[src/rtl/uart_tx_arbiter.sv]
// Round-robin arbiter feeding one UART transmitter from N_REQ byte sources.
// Define UART_TX_ARB_LOCK_EN to let an owner hold the grant for bursts of up to MAX_BURST bytes.
module uart_tx_arbiter #(
  parameter int unsigned N_REQ     = 4,
  parameter int unsigned D_BITS    = 8,
  parameter int unsigned MAX_BURST = 16
) (
  input  logic                      i_clk,
  input  logic                      reset_n,
  input  logic [N_REQ-1:0]          i_req,
  input  logic [N_REQ*D_BITS-1:0]   i_data,
  input  logic [N_REQ-1:0]          i_lock,
  output logic [N_REQ-1:0]          o_ack,
  output logic                      o_tx_start,
  output logic [D_BITS-1:0]         o_tx_data,
  input  logic                      i_tx_done,
  output logic [$clog2(N_REQ)-1:0]  o_owner,
  output logic                      o_busy
);
  localparam int unsigned OW = $clog2(N_REQ);

  typedef enum logic {StIdle, StWait} state_e;

  state_e            state_q, state_d;
  logic [1:0]        sync_q;
  logic [OW-1:0]     ptr_q, ptr_d, owner_q, owner_d;
  logic [D_BITS-1:0] data_q, data_d;
  logic              start_q, start_d, busy_q, busy_d;
  logic [N_REQ-1:0]  ack_q, ack_d;

  logic [N_REQ-1:0]  elig, owner_oh;
  logic              found, release_lock, grant_go, done_go;
  logic [OW-1:0]     win;
  int unsigned       idx;

  // FSM may only leave IDLE once reset release has crossed two flops.
  always_ff @(posedge i_clk or negedge reset_n) begin
    if (!reset_n) sync_q <= 2'b00;
    else          sync_q <= {sync_q[0], 1'b1};
  end

  always_comb begin
    owner_oh          = '0;
    owner_oh[owner_q] = 1'b1;
  end

  // First eligible requester at or above ptr, wrapping.
  always_comb begin
    found = 1'b0;
    win   = '0;
    idx   = 0;
    for (int unsigned i = 0; i < N_REQ; i++) begin
      idx = 32'(ptr_q) + i;
      if (idx >= N_REQ) idx = idx - N_REQ;
      if (!found && elig[OW'(idx)]) begin
        found = 1'b1;
        win   = OW'(idx);
      end
    end
  end

  // A done pulse coinciding with the start pulse belongs to no frame of ours.
  assign done_go  = (state_q == StWait) && i_tx_done && !start_q;
  assign grant_go = (state_q == StIdle) && sync_q[1] && found && !release_lock;

`ifdef UART_TX_ARB_LOCK_EN
  localparam int unsigned CW = $clog2(MAX_BURST);

  logic          lock_q;
  logic [CW-1:0] burst_q;

  assign elig         = lock_q ? (i_req & owner_oh) : i_req;
  assign release_lock = (state_q == StIdle) && lock_q && !i_req[owner_q] && !i_lock[owner_q];

  // ptr already sits at owner+1 from the burst's first grant, so releases need not touch it.
  always_ff @(posedge i_clk or negedge reset_n) begin
    if (!reset_n) begin
      lock_q  <= 1'b0;
      burst_q <= '0;
    end else if (done_go) begin
      if (i_lock[owner_q] && (burst_q < CW'(MAX_BURST - 1))) begin
        lock_q  <= 1'b1;
        burst_q <= burst_q + 1'b1;
      end else begin
        lock_q  <= 1'b0;
        burst_q <= '0;
      end
    end else if (release_lock) begin
      lock_q  <= 1'b0;
      burst_q <= '0;
    end
  end
`else
  logic unused_lock;
  assign unused_lock  = ^{i_lock, owner_oh, MAX_BURST[0]};
  assign elig         = i_req;
  assign release_lock = 1'b0;
`endif

  always_comb begin
    state_d = state_q;
    ptr_d   = ptr_q;
    owner_d = owner_q;
    data_d  = data_q;
    start_d = 1'b0;
    ack_d   = '0;
    busy_d  = busy_q;
    unique case (state_q)
      StIdle: begin
        if (grant_go) begin
          state_d    = StWait;
          owner_d    = win;
          data_d     = i_data[win*D_BITS +: D_BITS];
          start_d    = 1'b1;
          ack_d[win] = 1'b1;
          busy_d     = 1'b1;
          ptr_d      = (win == OW'(N_REQ - 1)) ? '0 : win + 1'b1;
        end
      end
      StWait: begin
        if (done_go) begin
          state_d = StIdle;
          busy_d  = 1'b0;
        end
      end
      default: state_d = StIdle;
    endcase
  end

  always_ff @(posedge i_clk or negedge reset_n) begin
    if (!reset_n) begin
      state_q <= StIdle;
      ptr_q   <= '0;
      owner_q <= '0;
      data_q  <= '0;
      start_q <= 1'b0;
      ack_q   <= '0;
      busy_q  <= 1'b0;
    end else begin
      state_q <= state_d;
      ptr_q   <= ptr_d;
      owner_q <= owner_d;
      data_q  <= data_d;
      start_q <= start_d;
      ack_q   <= ack_d;
      busy_q  <= busy_d;
    end
  end

  assign o_ack      = ack_q;
  assign o_tx_start = start_q;
  assign o_tx_data  = data_q;
  assign o_owner    = owner_q;
  assign o_busy     = busy_q;

endmodule

[config.mk]
export PLATFORM = sky130hd
export DESIGN_NAME = uart_tx_arbiter
export DESIGN_NICKNAME = d
export VERILOG_FILES = /design/src/rtl/uart_tx_arbiter.sv
export SDC_FILE = /design/constraint.sdc
export NUM_CORES = 1
export LEC_CHECK = 0
export CORE_MARGIN = 2
export CORE_UTILIZATION = 43
export DETAILED_ROUTE_END_ITERATION = 10
export GPL_TIMING_DRIVEN = 0
export HOLD_SLACK_MARGIN = 0.05
export PLACE_DENSITY_LB_ADDON = 0.12
export SYNTH_ARGS = -nofsm -noshare
export SYNTH_HDL_FRONTEND = slang
export SYNTH_SLANG_ARGS = --single-unit
export TNS_END_PERCENT = 100
[constraint.sdc]
create_clock -name i_clk -period 3.1 [get_ports i_clk]
set_input_delay 0.31 -clock i_clk [delete_from_list [all_inputs] [get_ports i_clk]]
set_output_delay 0.31 -clock i_clk [all_outputs]
set_load 0.01 [all_outputs]
After elaboration in Yosys (flattened, before gate mapping)
Index checks and enable logic that the tools add are counted.
{"block": "op_classes", "n_addsub": 8, "order_cmp": 10, "eq_ne": 3, "shift": 1, "muxes": 32, "bitwise_logic": 1, "reduce_logical": 14}
{"op": "32-bit by 6-bit variable part select with 8-bit output", "n": 1}
{"op": "2-bit 2-to-1 mux", "n": 9}
{"op": "2-bit by 3-bit < comparator with 1-bit output (second input constant)", "n": 5}
{"op": "1-bit 2-to-1 mux", "n": 14}
{"op": "3-bit >= comparator (second input constant)", "n": 3}
{"op": "1-bit binary-select mux with 2-bit select", "n": 4}
{"op": "1-bit logical AND", "n": 8}
{"op": "4-bit 2-to-1 mux", "n": 2}
{"op": "2-bit by 1-bit subtractor with 2-bit output (second input constant)", "n": 4}
{"op": "2-bit by 2-bit adder with 3-bit output (second input constant)", "n": 2}
{"op": "1-bit logical NOT", "n": 4}
{"op": "1-bit one-hot mux with 2 select lines", "n": 2}
{"op": "2-bit AND reduction", "n": 2}
{"op": "2-bit by 1-bit adder with 3-bit output (second input constant)", "n": 1}
{"op": "2-bit by 3-bit >= comparator with 1-bit output (second input constant)", "n": 1}
{"op": "2-bit by 1-bit adder with 2-bit output (second input constant)", "n": 1}
{"op": "1-bit demux with 2-bit select", "n": 1}
{"op": "2-bit == test (second input constant)", "n": 1}
{"op": "2-bit by 1-bit >= comparator with 1-bit output (second input constant)", "n": 1}
{"op": "2-bit by 1-bit inequality test with 1-bit output (second input constant)", "n": 1}
{"op": "2-bit inequality test (second input constant)", "n": 1}
{"op": "1-bit inverter", "n": 1}
{"block": "totals", "reg_bits": 21, "elab_cells": 77}

Logic depth before layout (Yosys ltp)
{"block": "depth", "word_depth": 20, "mapped_depth": 8, "mapped_depth_nobuf": 6}

Worst setup path after synthesis
No wires, ideal clock.
{"block": "synth_timing", "path_kind": "reg2reg", "startpoint": "register ptr_q[1]", "endpoint": "register ptr_q[1]", "setup_time_ps": 117, "t_arrival_ps": 1576, "setup_slack_ps": 1407, "path_stages_with_launch": 9, "synth_period_minus_slack_ps": 1693, "cell_sequence": "dfrtp_1 > nor2b_1 > o21a_1 > buf_6 > nor3_4 > buf_6 > ha_1 > nand2_1 > nand2_1"}
{"block": "synth_via", "elab_chain_cells": 16, "elab_cells_between_ends": 42, "cone_classes": "add/sub (8); order compare (4); eq/ne (1); mux (21); reduce/logical (8)"}
{"item": "start, declared", "line": "26", "rtl": "logic [OW-1:0] ptr_q, ptr_d, owner_q, owner_d;"}
{"item": "start signal, assigned", "line": "141", "rtl": "ptr_q <= ptr_d;"}
{"item": "branches (longest 16 deep; another with 2-bit by 1-bit adder with 3-bit output)"}
Parallel ways; which one is timed is not known. The select of a mux whose other input is x is not followed.
A chain may end at the register's enable or synchronous reset.

Final worst setup path
{"block": "layout_timing", "startpoint": "input port i_req[1]", "endpoint": "register data_q[7], in the netlist o_tx_data[7]"}
{"block": "layout_via", "elab_chain_cells": 14, "elab_cells_between_ends": 25, "cone_classes": "shift (1); mux (16); reduce/logical (8)"}
{"item": "start, declared", "line": "10", "rtl": "input logic [N_REQ-1:0] i_req,"}
{"item": "branches (longest 14 deep; another with 1-bit binary-select mux with 2-bit select)"}
{"item": "end signal, assigned", "line": "143", "rtl": "data_q <= data_d;"}
{"item": "end, declared", "line": "27", "rtl": "logic [D_BITS-1:0] data_q, data_d;"}
Parallel ways; which one is timed is not known. The select of a mux whose other input is x is not followed.

==> results.md <==
* Outcome: finished clean
* Startpoint types: input pin
* Top-area cell type share of the netlist area at 44.2%
* Ys Warns at 0
* Setup TNS at 0 ns
* Port buffer count at 54
* Max Root-Sink Buffers at 2
* Root Driver: clkbuf_4
* Max Cap Viol at 0
* Vias at 1099
* Placed instance area at 1770 um^2
* Rows at 19
* Layout cell share with drive strength beyond 1 at 11.0%
* Pre-CTS setup slack at 0.789 ns
* Vias per Instance at 5.39
* Core area at 2690 um^2
* GRT Residual Overflow at 0
* Number of buffers created by CTS at 3
* Largest net degree at the start of global routing at 22
* CTS tree: done
* Total global-route track usage at 20.9%
* Antenna Cells at 0
* Layout Utilization at 66.8%
* Final setup fails at 0
* Hold buffer count at CTS at 0
* Asr flop ratio synth at 100%
* Detail Placement HPWL at 2490 um
* Initial antenna violation count at 0
* Worst hold path class: flop to flop
* WHS at 0.360 ns
* Final total power at 1.19 mW
* Number of library cell types mapped by synthesis at 32
* VDD IR-drop max at 0.000385 V
* DRT Wirelength at 3070 um
* Post-synth EDFFs at 0
* Post-synth top area cell: dfrtp_1
* I/O pin count at 59
* Final instance area at 1800 um^2
* DRC at 0
* Synth Register Bits at 21
* First-pass GRT wire length at 5160 um
* Starting Density at 44.3%
* Peak Freq at 505 MHz
* Top cells by count, synth: dfrtp_1 (21), nand2_1 (18)
* Crit end category: flop
* Cells after Synth at 115
* DRT antenna net count at 0
* RSZ-0062 raised after global routing: no
* Worst setup margin at 1.12 ns
* Setup Skew at 0.0151 ns
* Final hold vios at 0
* Leak at 0.776 nW
* Mean Syn Cell Area at 10.3 um^2
* GPL Wtd Cong at 0.808
* Crit-path max cell delay at 0.58 ns
* CP Max Fanout at 9
* Top cells by area, synth: dfrtp_1 (44%), mux2i_1 (6.7%), o211ai_2 (6.3%), and4_1 (5.9%), o31a_1 (5.9%)
* Cell Chain, Critical Path: clkdlybuf4s50_1 > or4_1 > nand3b_2 > inv_1 > o21ai_2 > o211ai_1
* Req. time, crit path at 3.25 ns
* Syn_nets at 159
* Slew Limit Fails at 0
* Slew headroom at 37.2%
* Placed cell count at 200
* Arrival time worst endpoint at 2.13 ns
* Clock Latency Late Sink at 0.30 ns
* Die Ht at 56.6 um
* Vias in the first global route at 1135
* Top-count cell post-synth: dfrtp_1
* Slowest cell on crit path: or4_1
* DRT iter0 DRCs at 39
* Register area share after synthesis at 44.2%
* CP top delay family: simple AND/OR/NAND/NOR gates
* Nets at 218
* Drt first pass iters at 4
* Avg WL per Cell at 15.0 um
* DIE WIDTH at 56.6 um
* Area growth syn-to-layout at 50.9%
* Cell Area, Synth at 1190 um^2
* TritonCTS Sinks at 21
* Final critical-path required period at 1.98 ns
* Die ar. at 3200 um^2
* Power per cell area at 662 nW/um^2
* Post-CTS Setup Repair Bufs at 0
* Final worst-path cycle share at 63.9%
* Max H-tree Level at 1
* Synth Flop Type: dfrtp_1
* Worst Tran Pin Value at 0.939 ns
* Crit path buf inv count at 2
* Clock-pin slew on the worst setup and hold paths at 0.10 ns
* CP Class: input pin to flop
* Layout Cells excl Fill at 204
* Post-CTS Resized at 0
## logic make-up after synthesis
logic type	count (synthesis)	share of synthesized area, %
AOI/OAI and AO/OA	33	22.3
adders and majority gates	1	1.05
buffers and inverters	6	3.26
DFF	21	44.2
muxes	8	6.73
other	1	0.315
and+or+nand+nor	45	22.2
## placed cells by master, fill, tap and decap left out, drive strengths merged
cell	count
clkdlybuf4s50	54
dfrtp	21
nand2	18
o21ai	11
mux2i	8
and4	8
o31a	8
o211ai	8
nor2	7
clkbuf	4
buf	4
nor2b	2
o21a	2
nand2b	2
inv	2
a21o	2
nor3	2
nand3b	2
a21oi	1
nor3b	1
a211oi	1
or4	1
and2	1
or2	1
ha	1
conb	1
## path summary, 6_finish.rpt
check | startpoint | endpoint | slack, ns | cells after the start
setup / recovery | i_req[1] | o_tx_data[7] | 1.12 | 6
hold / removal | sync_q[0] | sync_q[1] | 0.36 | 0
setup reg to reg | ptr_q[1] | o_tx_data[3] | 1.21 | 7
hold reg to reg | sync_q[0] | sync_q[1] | 0.36 | 0
max in group asynchronous | reset_n | o_tx_data[7] | 2.00 | 1
min in group asynchronous | reset_n | o_tx_data[0] | 0.52 | 1
## registers in the layout (all words and copies together), names as in the netlist
register	flops
ptr_q	2
o_busy	1
o_tx_data	8
state_q	1
sync_q	2
o_ack	4
o_owner	2
o_tx_start	1
## metal layers
layer,vias up,global-route usage (%),share of wire [%]
met5,-,0,0
met3,4,4.61,7.6
met2,48,34.9,48
li1,543,-,-
met4,0,6.80,1.2
met1,504,26.6,43
## power breakdown
part           switching, mW  internal (mW)
registers             0.0660          0.369
logic                  0.286          0.340
clock network         0.0774         0.0500
total                  0.429          0.759
## final cells by class
cell class	count	area, um^2
sequential	21	526
inverter	2	7.51
tap	31	38.8
buffer	4	31.3
multi-input combinational	88	626
fill	227	891
clock buffer	4	26.3
timing repair buffer	54	541
Note: power is estimated with default switching activity, not from simulation.
